## src/rtl/arbiter_wrr_packet_if.sv

```systemverilog
// Stream bundle for the packet WRR arbiter:
// per-requester inputs, shared output stream and grant status.
interface arbiter_wrr_packet_if #(
  parameter int REQ_WIDTH    = 4,
  parameter int DATA_WIDTH   = 32,
  parameter int WEIGHT_WIDTH = 4
);
  logic [REQ_WIDTH-1:0]              req_valid;
  logic [REQ_WIDTH-1:0]              req_last;
  logic [REQ_WIDTH*DATA_WIDTH-1:0]   req_data;
  logic [REQ_WIDTH-1:0]              req_ready;
  logic [REQ_WIDTH*WEIGHT_WIDTH-1:0] weight;
  logic                              out_valid;
  logic [DATA_WIDTH-1:0]             out_data;
  logic                              out_last;
  logic                              out_ready;
  logic [REQ_WIDTH-1:0]              gnt;
  logic                              busy;

  modport master (
    output req_valid, req_last, req_data,
    output weight, out_ready,
    input  req_ready, out_valid, out_data,
    input  out_last, gnt, busy
  );

  modport slave (
    input  req_valid, req_last, req_data,
    input  weight, out_ready,
    output req_ready, out_valid, out_data,
    output out_last, gnt, busy
  );
endinterface

```

## src/rtl/arbiter_wrr_packet.sv

```systemverilog
// Packet-level weighted round-robin arbiter: one owner holds the
// shared stream for up to weight[owner] whole packets, then rotates.
module arbiter_wrr_packet #(
  parameter int REQ_WIDTH    = 4,
  parameter int DATA_WIDTH   = 32,
  parameter int WEIGHT_WIDTH = 4
) (
  input logic clk,
  input logic rst_n,
  arbiter_wrr_packet_if.slave bus
);
  localparam int IW = (REQ_WIDTH > 1) ? $clog2(REQ_WIDTH) : 1;

  typedef enum logic {IDLE, GRANT} state_e;

  state_e                  state_q;
  logic [REQ_WIDTH-1:0]    gnt_q;
  logic [REQ_WIDTH-1:0]    gnt_d;
  logic [IW-1:0]           own_q;
  logic [IW-1:0]           ptr_q;
  logic [WEIGHT_WIDTH-1:0] credit_q;
  logic                    in_pkt_q;

  logic                    own_valid;
  logic                    own_last;
  logic                    own_req;
  logic [DATA_WIDTH-1:0]   own_data;
  logic                    fire;
  logic                    rel;

  logic [REQ_WIDTH-1:0]    cand;
  logic [IW-1:0]           base;
  logic [IW-1:0]           idx;
  logic [IW-1:0]           pick_idx;
  logic                    pick_vld;
  logic [IW-1:0]           load_idx;
  logic [WEIGHT_WIDTH-1:0] load_w;

  assign own_valid = |(bus.req_valid & gnt_q);
  assign own_last  = |(bus.req_last & gnt_q);
  assign own_req   = bus.req_valid[own_q];
  assign fire      = own_valid & bus.out_ready;

  always_comb begin
    own_data = '0;
    for (int i = 0; i < REQ_WIDTH; i++)
      if (gnt_q[i])
        own_data = bus.req_data[i*DATA_WIDTH +: DATA_WIDTH];
  end

  assign rel = (state_q == GRANT) &
               ((fire & own_last & (credit_q == WEIGHT_WIDTH'(1))) |
                (~in_pkt_q & ~fire & ~own_valid));

  // At release the previous owner is excluded and searched from above.
  always_comb begin
    base = (state_q == GRANT) ? own_q : ptr_q;
    cand = bus.req_valid;
    if (state_q == GRANT)
      cand[own_q] = 1'b0;
    idx      = '0;
    pick_vld = 1'b0;
    pick_idx = '0;
    for (int k = REQ_WIDTH; k >= 1; k--) begin
      idx = IW'((int'(base) + k) % REQ_WIDTH);
      if (cand[idx]) begin
        pick_vld = 1'b1;
        pick_idx = idx;
      end
    end
  end

  assign load_idx = pick_vld ? pick_idx : own_q;
  assign gnt_d    = {{(REQ_WIDTH-1){1'b0}}, 1'b1} << load_idx;

  always_comb begin
    load_w = '0;
    for (int i = 0; i < REQ_WIDTH; i++)
      if (IW'(i) == load_idx)
        load_w = bus.weight[i*WEIGHT_WIDTH +: WEIGHT_WIDTH];
    if (load_w == '0)
      load_w = WEIGHT_WIDTH'(1);
  end

  always_ff @(posedge clk or negedge rst_n) begin
    if (!rst_n) begin
      state_q  <= IDLE;
      gnt_q    <= '0;
      own_q    <= '0;
      ptr_q    <= IW'(REQ_WIDTH-1);
      credit_q <= '0;
      in_pkt_q <= 1'b0;
    end else begin
      unique case (state_q)
        IDLE: begin
          if (pick_vld) begin
            state_q  <= GRANT;
            gnt_q    <= gnt_d;
            own_q    <= load_idx;
            credit_q <= load_w;
          end
        end
        GRANT: begin
          if (fire & own_last) begin
            in_pkt_q <= 1'b0;
            credit_q <= credit_q - WEIGHT_WIDTH'(1);
          end else if (fire) begin
            in_pkt_q <= 1'b1;
          end
          if (rel) begin
            ptr_q    <= own_q;
            in_pkt_q <= 1'b0;
            if (pick_vld | own_req) begin
              gnt_q    <= gnt_d;
              own_q    <= load_idx;
              credit_q <= load_w;
            end else begin
              state_q  <= IDLE;
              gnt_q    <= '0;
              credit_q <= '0;
            end
          end
        end
        default: state_q <= IDLE;
      endcase
    end
  end

  assign bus.req_ready = gnt_q & {REQ_WIDTH{bus.out_ready}};
  assign bus.out_valid = own_valid;
  assign bus.out_data  = own_data;
  assign bus.out_last  = own_last;
  assign bus.gnt       = gnt_q;
  assign bus.busy      = |gnt_q;
endmodule

```

## src/flat_wrapper.sv

```systemverilog
// flat-port wrapper written by rule: the top's interface ports become plain ports
module arbiter_wrr_packet_flat 
#(
  parameter int REQ_WIDTH    = 4,
  parameter int DATA_WIDTH   = 32,
  parameter int WEIGHT_WIDTH = 4
)
  (clk, rst_n, bus_req_valid, bus_req_last, bus_req_data, bus_weight, bus_out_ready, bus_req_ready, bus_out_valid, bus_out_data, bus_out_last, bus_gnt, bus_busy);
  arbiter_wrr_packet_if #(.REQ_WIDTH(REQ_WIDTH), .DATA_WIDTH(DATA_WIDTH), .WEIGHT_WIDTH(WEIGHT_WIDTH)) bus_i ();
  input logic clk;
  input logic rst_n;
  input wire logic [$bits(bus_i.req_valid)-1:0] bus_req_valid;
  input wire logic [$bits(bus_i.req_last)-1:0] bus_req_last;
  input wire logic [$bits(bus_i.req_data)-1:0] bus_req_data;
  input wire logic [$bits(bus_i.weight)-1:0] bus_weight;
  input wire logic [$bits(bus_i.out_ready)-1:0] bus_out_ready;
  output wire logic [$bits(bus_i.req_ready)-1:0] bus_req_ready;
  output wire logic [$bits(bus_i.out_valid)-1:0] bus_out_valid;
  output wire logic [$bits(bus_i.out_data)-1:0] bus_out_data;
  output wire logic [$bits(bus_i.out_last)-1:0] bus_out_last;
  output wire logic [$bits(bus_i.gnt)-1:0] bus_gnt;
  output wire logic [$bits(bus_i.busy)-1:0] bus_busy;
  assign bus_i.req_valid = bus_req_valid;
  assign bus_i.req_last = bus_req_last;
  assign bus_i.req_data = bus_req_data;
  assign bus_i.weight = bus_weight;
  assign bus_i.out_ready = bus_out_ready;
  assign bus_req_ready = bus_i.req_ready;
  assign bus_out_valid = bus_i.out_valid;
  assign bus_out_data = bus_i.out_data;
  assign bus_out_last = bus_i.out_last;
  assign bus_gnt = bus_i.gnt;
  assign bus_busy = bus_i.busy;
  arbiter_wrr_packet #(.REQ_WIDTH(REQ_WIDTH), .DATA_WIDTH(DATA_WIDTH), .WEIGHT_WIDTH(WEIGHT_WIDTH)) u_core (.clk(clk), .rst_n(rst_n), .bus(bus_i));
endmodule
```

## config.mk

```make
export PLATFORM = sky130hd
export DESIGN_NAME = arbiter_wrr_packet_flat
export DESIGN_NICKNAME = d
export VERILOG_FILES = /design/src/rtl/arbiter_wrr_packet_if.sv /design/src/rtl/arbiter_wrr_packet.sv /design/src/flat_wrapper.sv
export SDC_FILE = /design/constraint.sdc
export NUM_CORES = 1
export LEC_CHECK = 0
export ABC_AREA = 1
export CORE_MARGIN = 2
export CORE_UTILIZATION = 31
export CTS_CLUSTER_DIAMETER = 100
export DETAILED_ROUTE_END_ITERATION = 8
export HOLD_SLACK_MARGIN = 0.08
export PLACE_DENSITY = 0.84
export RECOVER_POWER = 100
export SETUP_SLACK_MARGIN = 0.02
export SLEW_MARGIN = 20
export SYNTH_ARGS = -nofsm -noshare
export SYNTH_HDL_FRONTEND = slang
export SYNTH_SLANG_ARGS = --single-unit
```

## constraint.sdc

```tcl
create_clock -name clk -period 3.3 [get_ports clk]
set_clock_uncertainty 0.2 [all_clocks]
set_input_delay 0.33 -clock clk [delete_from_list [all_inputs] [get_ports clk]]
set_output_delay 0.33 -clock clk [all_outputs]
set_load 0.005 [all_outputs]
```

=== Yosys cells after proc, flatten, opt, wreduce, memory -nomap -nowiden ===
Index checks and enable logic that the tools add are counted.

* $add $sub $neg: 5
* Magnitude comparators: 6
* Equal/unequal tests: 8
* Shifts and indexed selects: 1
* Muxes and demuxes: 52
* Bitwise operators: 17
* Reduce and logical (&&, ||, !) cells: 12

{| class="wikitable"
|+ Operators with widths
! operator !! count
|-
| 32-bit 2-to-1 mux || 4
|-
| 4-bit 2-to-1 mux || 13
|-
| 2-bit 2-to-1 mux || 9
|-
| 4-bit bitwise AND || 4
|-
| 1-bit 2-to-1 mux || 16
|-
| 4-bit one-hot mux with 2 select lines || 2
|-
| 2-bit by 3-bit less-than comparator with 1-bit output, second input constant || 5
|-
| 4-bit OR reduction || 3
|-
| 1-bit binary-select mux with 2-bit select || 5
|-
| 2-bit AND reduction || 4
|-
| 1-bit bitwise AND || 6
|-
| 2-bit by 1-bit adder with 2-bit output, second input constant || 2
|-
| 2-bit adder, second input constant || 2
|-
| 2-bit == test, first input constant || 2
|-
| 4-bit by 1-bit == test with 1-bit output, second input constant || 1
|-
| 4-bit zero test || 1
|-
| 2-bit inequality test, second input constant || 2
|-
| 1-bit NOT || 4
|-
| 4-bit NOT || 1
|-
| 2-bit one-hot mux with 2 select lines || 1
|-
| 1-bit by 2-bit left shift with 4-bit output, first input constant || 1
|-
| 4-bit by 1-bit subtractor with 4-bit output, second input constant || 1
|-
| 3-bit inequality test, second input constant || 1
|-
| 3-bit AND reduction || 1
|-
| other kinds (9) || 10
|}

* Flip-flop bits (word level): 14
* Input port bits: 155
* Output and inout bits: 43
* Logic and storage cells: 107

=== Longest topological paths before layout ===
* Depth after elaboration: 24
* Depth in mapped cells: 21
* Mapped depth without buffers: 20

=== Least setup slack after synthesis ===
Ideal clock, no wire load.

* Path kind: reg2reg
* Start point: register u_core.ptr_q[1]
* End point: register u_core.credit_q[0]
* Setup time: 0.122 ns
* Arrival: 1.999 ns
* Data required time: 2.978 ns
* Path slack: 0.980 ns
* Stages on the path, launching flop included: 20
* Buffers on the path: 0
* Period minus slack after synthesis: 2.320 ns
* Path through: dfstp_2 > inv_1 > o21ai_0 > nand2_1 > nand2_2 > nand2_1 > nand2_1 > inv_1 > nand2_2 > inv_2 > nand2_1 > nand2_4 > nor2_1 > nand2_1 > nand3_1 > nand2_1 > nand3_1 > nand2_1 > nand2_1 > a21oi_2

* Longest elaborated chain between the ends: 19
* Elaborated cells on any way between the ends: 39
* Classes of those cells: add/sub: 4; eq/ne: 4; mux: 27; bitwise: 1; reduce/logical: 3

{| class="wikitable"
|+ Ends and longest elaborated chain
! element !! line !! source
|-
| start: declaration || arbiter_wrr_packet.sv:20 || <nowiki>logic [IW-1:0] ptr_q;</nowiki>
|-
| start signal: assignment || arbiter_wrr_packet.sv:90 || <nowiki>ptr_q <= IW'(REQ_WIDTH-1);</nowiki>
|-
| start signal: assignment || arbiter_wrr_packet.sv:111 || <nowiki>ptr_q <= own_q;</nowiki>
|-
| 2-bit 2-to-1 mux (*) || arbiter_wrr_packet.sv:57 || <nowiki>base = (state_q == GRANT) ? own_q : ptr_q;</nowiki>
|-
| 2-bit by 1-bit adder with 2-bit output || arbiter_wrr_packet.sv:65 || <nowiki>idx = IW'((int'(base) + k) % REQ_WIDTH);</nowiki>
|-
| 1-bit binary-select mux with 2-bit select || arbiter_wrr_packet.sv:66 || <nowiki>if (cand[idx]) begin</nowiki>
|-
| 1-bit 2-to-1 mux (not written as such) || arbiter_wrr_packet.sv:66 ||
|-
| 2-bit 2-to-1 mux / 1-bit 2-to-1 mux (equally long branches) (4 in series) || arbiter_wrr_packet.sv:66 ||
|-
| 2-bit 2-to-1 mux || arbiter_wrr_packet.sv:73 || <nowiki>assign load_idx = pick_vld ? pick_idx : own_q;</nowiki>
|-
| 2-bit zero test || arbiter_wrr_packet.sv:79 || <nowiki>if (IW'(i) == load_idx)</nowiki>
|-
| 4-bit 2-to-1 mux (4 in series) || arbiter_wrr_packet.sv:79 ||
|-
| 4-bit zero test || arbiter_wrr_packet.sv:81 || <nowiki>if (load_w == '0)</nowiki>
|-
| 4-bit 2-to-1 mux || arbiter_wrr_packet.sv:81 ||
|-
| 4-bit 2-to-1 mux || arbiter_wrr_packet.sv:113 || <nowiki>if (pick_vld | own_req) begin</nowiki>
|-
| 4-bit 2-to-1 mux || arbiter_wrr_packet.sv:110 || <nowiki>if (rel) begin</nowiki>
|-
| 4-bit one-hot mux with 2 select lines || arbiter_wrr_packet.sv:94 || <nowiki>unique case (state_q)</nowiki>
|-
| end signal: assignment || arbiter_wrr_packet.sv:100 || <nowiki>credit_q <= load_w;</nowiki>
|-
| end signal: assignment || arbiter_wrr_packet.sv:106 || <nowiki>credit_q <= credit_q - WEIGHT_WIDTH'(1);</nowiki>
|-
| end signal: assignment || arbiter_wrr_packet.sv:116 || <nowiki>credit_q <= load_w;</nowiki>
|-
| end: declaration || arbiter_wrr_packet.sv:21 || <nowiki>logic [WEIGHT_WIDTH-1:0] credit_q;</nowiki>
|}

Every way passes the cells marked *; elsewhere a longest branch is shown, timed or not. The select of a mux whose other input is x is not followed.
A chain may end at the register's enable or synchronous reset.

=== Worst setup path after layout ===
* Start point: register u_core.gnt_q[3] (netlist: u_core.bus.gnt[3])
* End point: output port bus_out_data[1]

* Longest elaborated chain between the ends: 1

{| class="wikitable"
|+ Ends and longest elaborated chain
! element !! line !! source
|-
| start: declaration || arbiter_wrr_packet.sv:17 || <nowiki>logic [REQ_WIDTH-1:0] gnt_q;</nowiki>
|-
| start signal: assignment || arbiter_wrr_packet.sv:98 || <nowiki>gnt_q <= gnt_d;</nowiki>
|-
| start signal: assignment || arbiter_wrr_packet.sv:114 || <nowiki>gnt_q <= gnt_d;</nowiki>
|-
| 32-bit 2-to-1 mux || arbiter_wrr_packet.sv:47 || <nowiki>if (gnt_q[i])</nowiki>
|-
| end: declaration || flat_wrapper.sv:19 || <nowiki>output wire logic [$bits(bus_i.out_data)-1:0] bus_out_data;</nowiki>
|}

Every way passes these cells.

==> impl_results.md <==
- Status: completed
- CTS tree: done
- DRC violations left: 0
- Mux contribution to synthesized area: 0%
- Total track usage: 26.3%
- FMAX: between 0.3 and 0.4 GHz
- Power, Total: slightly below 4 mW
- Max-slew violation count: 0
- Clk sinks: 14
- DP Worst Slack: between 400 and 500 ps
- Primary FF master, synth: dfrtp_1
- Final std cells w/o fill: between 600 and 700
- Vias in the first global route: 3,152
- Initial Util: 32.2%
- Async set-reset flop share out of synthesis: 100%
- Synth warn: 0
- Chip width: 85.5 microns
- Power density cells: approximately 940 nW/um^2
- Synth-to-layout area growth: 102%
- # hold bufs at CTS: 0
- Crit Reg-Reg Startpoint: u_core.state_q
- R2r worst-path depth: 17
- First-pass GRT wire length: 15.6 mm
- # port buffers: slightly below 200
- Critical Path Stages: 6
- Total negative setup slack: 0 ps
- Pre-Repair DR Iteration Count: 5
- RSZ-0062 raised after global routing: no
- Layout cell share with drive strength beyond 1: 7.21%
- Post-CTS Setup Bufs: 0
- Total wire length: 9.84 mm
- CP Capture Type: primary output
- Net Count, Synth: ~520
- Number of gates resized after cts: 0
- Hold wc startpoint: u_core.ptr_q[0]
- VDD IR-drop max: 849 uV
- Syn_area_per_cell: 5.64 sq um
- Worst-Margin Slew: 688 ps
- Largest net degree at the start of global routing: 34
- Clock Root Buffer: clkbuf_8
- Cells along the critical path: clkinv_1 > nand2_1 > clkbuf_2 > o22ai_1 > a31oi_1 > dlygate4sd3_1
- Critical path buffer and inverter count: 3
- Post-route clock period utilization: 91.2%
- Worst hold path cell count: 2
- Core area: 6390 sq um
- Max Root-Sink Buffers: 2
- Final setup fails: 0
- DRT iter0 DRCs: 87
- Critical Path Source Type: flop
- Simple-gate share of the synthesized area: 42.1%
- CP max-delay cell: dlygate4sd3_1
- Maxcap violations: 0
- Remaining global-route overflow: 0
- Final worst slack: 289 ps
- Final core utilization: around 65%
- Num CTS Buffers: 3
- # nets final: 713
- Worst slew margin: between 50% and 60%
- Min-delay worst type: reg -> reg
- Lkg Pwr: 1.78 nW
- Post-Synthesis Cells: 365
- Io pins: 198
- Setup CP Type: reg -> out
- Diode count: 0
- Synthesized flop and latch total: 14
- Synth Area in XOR/XNOR: less than 1%
- Minimum clock period: 3010 ps
- GP Congestion: 0.908
- Post-synthesis compound-gate area fraction: 28.5%
- Adder-cell area share of the yosys netlist: 1.22%
- Post-Place Cells: 628
- Placement row count: 29
- Die Ht: approximately 85 microns
- WL/cell: about 16 microns
- Clk_lat worst skew: 250 ps
- Routed vias/inst: 5.11
- CTS clk-pin slew, worst paths: approximately 60 ps
- Worst Path Required: about 2800 ps
- Die area: between 7000 and 8000 sq um
- Vias post-DR: 3,228
- Post-synth cell types: 29
- Synthesized area: 2060 sq um
- Final ANT Viol Nets: 0
- Crit path largest cell delay: roughly 600 ps
- HPWL Detailed: around 8 mm
- Largest family of logic cells by synthesized area: simple AND/OR/NAND/NOR gates
- EDFF count, synth: 0
- Seq/Total Area, Yosys: 17.1%
- CTS H-tree depth: 1
- Critical path fanouts, max: 31
- Delay-heaviest family, CP: buffers and inverters
- Initial antenna violation count: 0
- CP arrival: 2480 ps
- Final Hold Fails: 0
- Worst Setup SP: u_core.bus.gnt[3]
tightest hold or removal path: stages (launching register included):
cell	delay, ps
dfstp_2	370
inv_1	50
o21ai_0	80
stage by stage:
stage | instance area [sq um] | hold WS (ps)
after CTS | 4160 | 294
after global placement | 4110 | 311
after detailed placement | 4110 | 313
after floorplan | 2060 | -166
after global routing | 4150 | 338
final | 4150 | 321
cells in the mapped netlist, types with 2 or more instances:
master | n | area, sq um
nand2_1 | 134 | 503
o22ai_1 | 34 | 213
a31oi_1 | 31 | 194
inv_1 | 30 | 113
nand3_1 | 24 | 120
o21ai_0 | 18 | 90.1
clkbuf_1 | 15 | 56.3
nor2_1 | 14 | 52.6
dfrtp_1 | 12 | 300
nand2_2 | 11 | 68.8
a21oi_1 | 7 | 35.0
nand2_4 | 5 | 56.3
a22oi_1 | 4 | 30.0
inv_2 | 4 | 15.0
or2_1 | 3 | 18.8
dfstp_2 | 2 | 52.6
ha_1 | 2 | 25.0
nor2_2 | 2 | 12.5
nor2_4 | 2 | 22.5
xor2_1 | 2 | 17.5
cell families (layout without fill, tap and decap cells):
family | count (synthesis) | after routing
adders and majority gates | 2 | 2
buffers and inverters | 53 | 243
DFF | 14 | 14
xor gates and xnor gates | 2 | 2
and+or+nand+nor | 197 | 197
AOI/OAI and AO/OA | 97 | 97
layer usage:
layer  GRT usage, %  part of all wire (%)  up-vias  wire length [microns]
li1               -                     -     1620                      -
met1           31.1                    38     1449                   3780
met2           48.2                    52      140                   5100
met3           4.96                   7.5       19                    734
met4           6.93                   2.2        0                    216
met5              0                     0        -                      0
cell type report:
type | instances | area (sq um)
Timing Repair Buffer | 204 | 2020
Fill cell | 556 | 2230
Sequential cell | 14 | 353
Inverter | 35 | 131
Tap cell | 77 | 96.3
Clock buffer | 4 | 55.1
Multi-Input combinational cell | 298 | 1500
worst paths after layout:
kind,endpoint,slack (ps)
setup / recovery,bus_out_data[1],290
hold / removal,u_core.ptr_q[0],320
setup reg to reg,u_core.credit_q[0],570
hold reg to reg,u_core.ptr_q[0],320
max in group asynchronous,u_core.credit_q[0],2160
min in group asynchronous,u_core.credit_q[1],340
sequential cells by signal, summed over array words and instances, names as in the netlist:
register         flops
u_core.bus.gnt       4
u_core.own_q         2
u_core.credit_q      4
u_core.in_pkt_q      1
u_core.state_q       1
u_core.ptr_q         2
layout by cell type (no fill, tap or decap), drive strengths merged, types with 2 or more instances in the layout:
| cell | synthesis | routed |
|---|---|---|
| a21oi | 8 | 8 |
| a22oi | 4 | 4 |
| a31oi | 31 | 31 |
| buf | 2 | 5 |
| clkbuf | 16 | 6 |
| clkdlybuf4s50 | 0 | 160 |
| dfrtp | 12 | 12 |
| dfstp | 2 | 2 |
| dlygate4sd3 | 0 | 37 |
| ha | 2 | 2 |
| inv | 34 | 34 |
| nand2 | 150 | 150 |
| nand3 | 24 | 24 |
| nor2 | 18 | 18 |
| o21ai | 18 | 18 |
| o22ai | 34 | 34 |
| or2 | 4 | 4 |
| xor2 | 2 | 2 |
report_power, final:
part / internal (mW) / switching, mW
logic: 1.44 / 1.91
clock network: 0.106 / 0.0671
registers: 0.273 / 0.105
(Power assumes the default switching activity.)
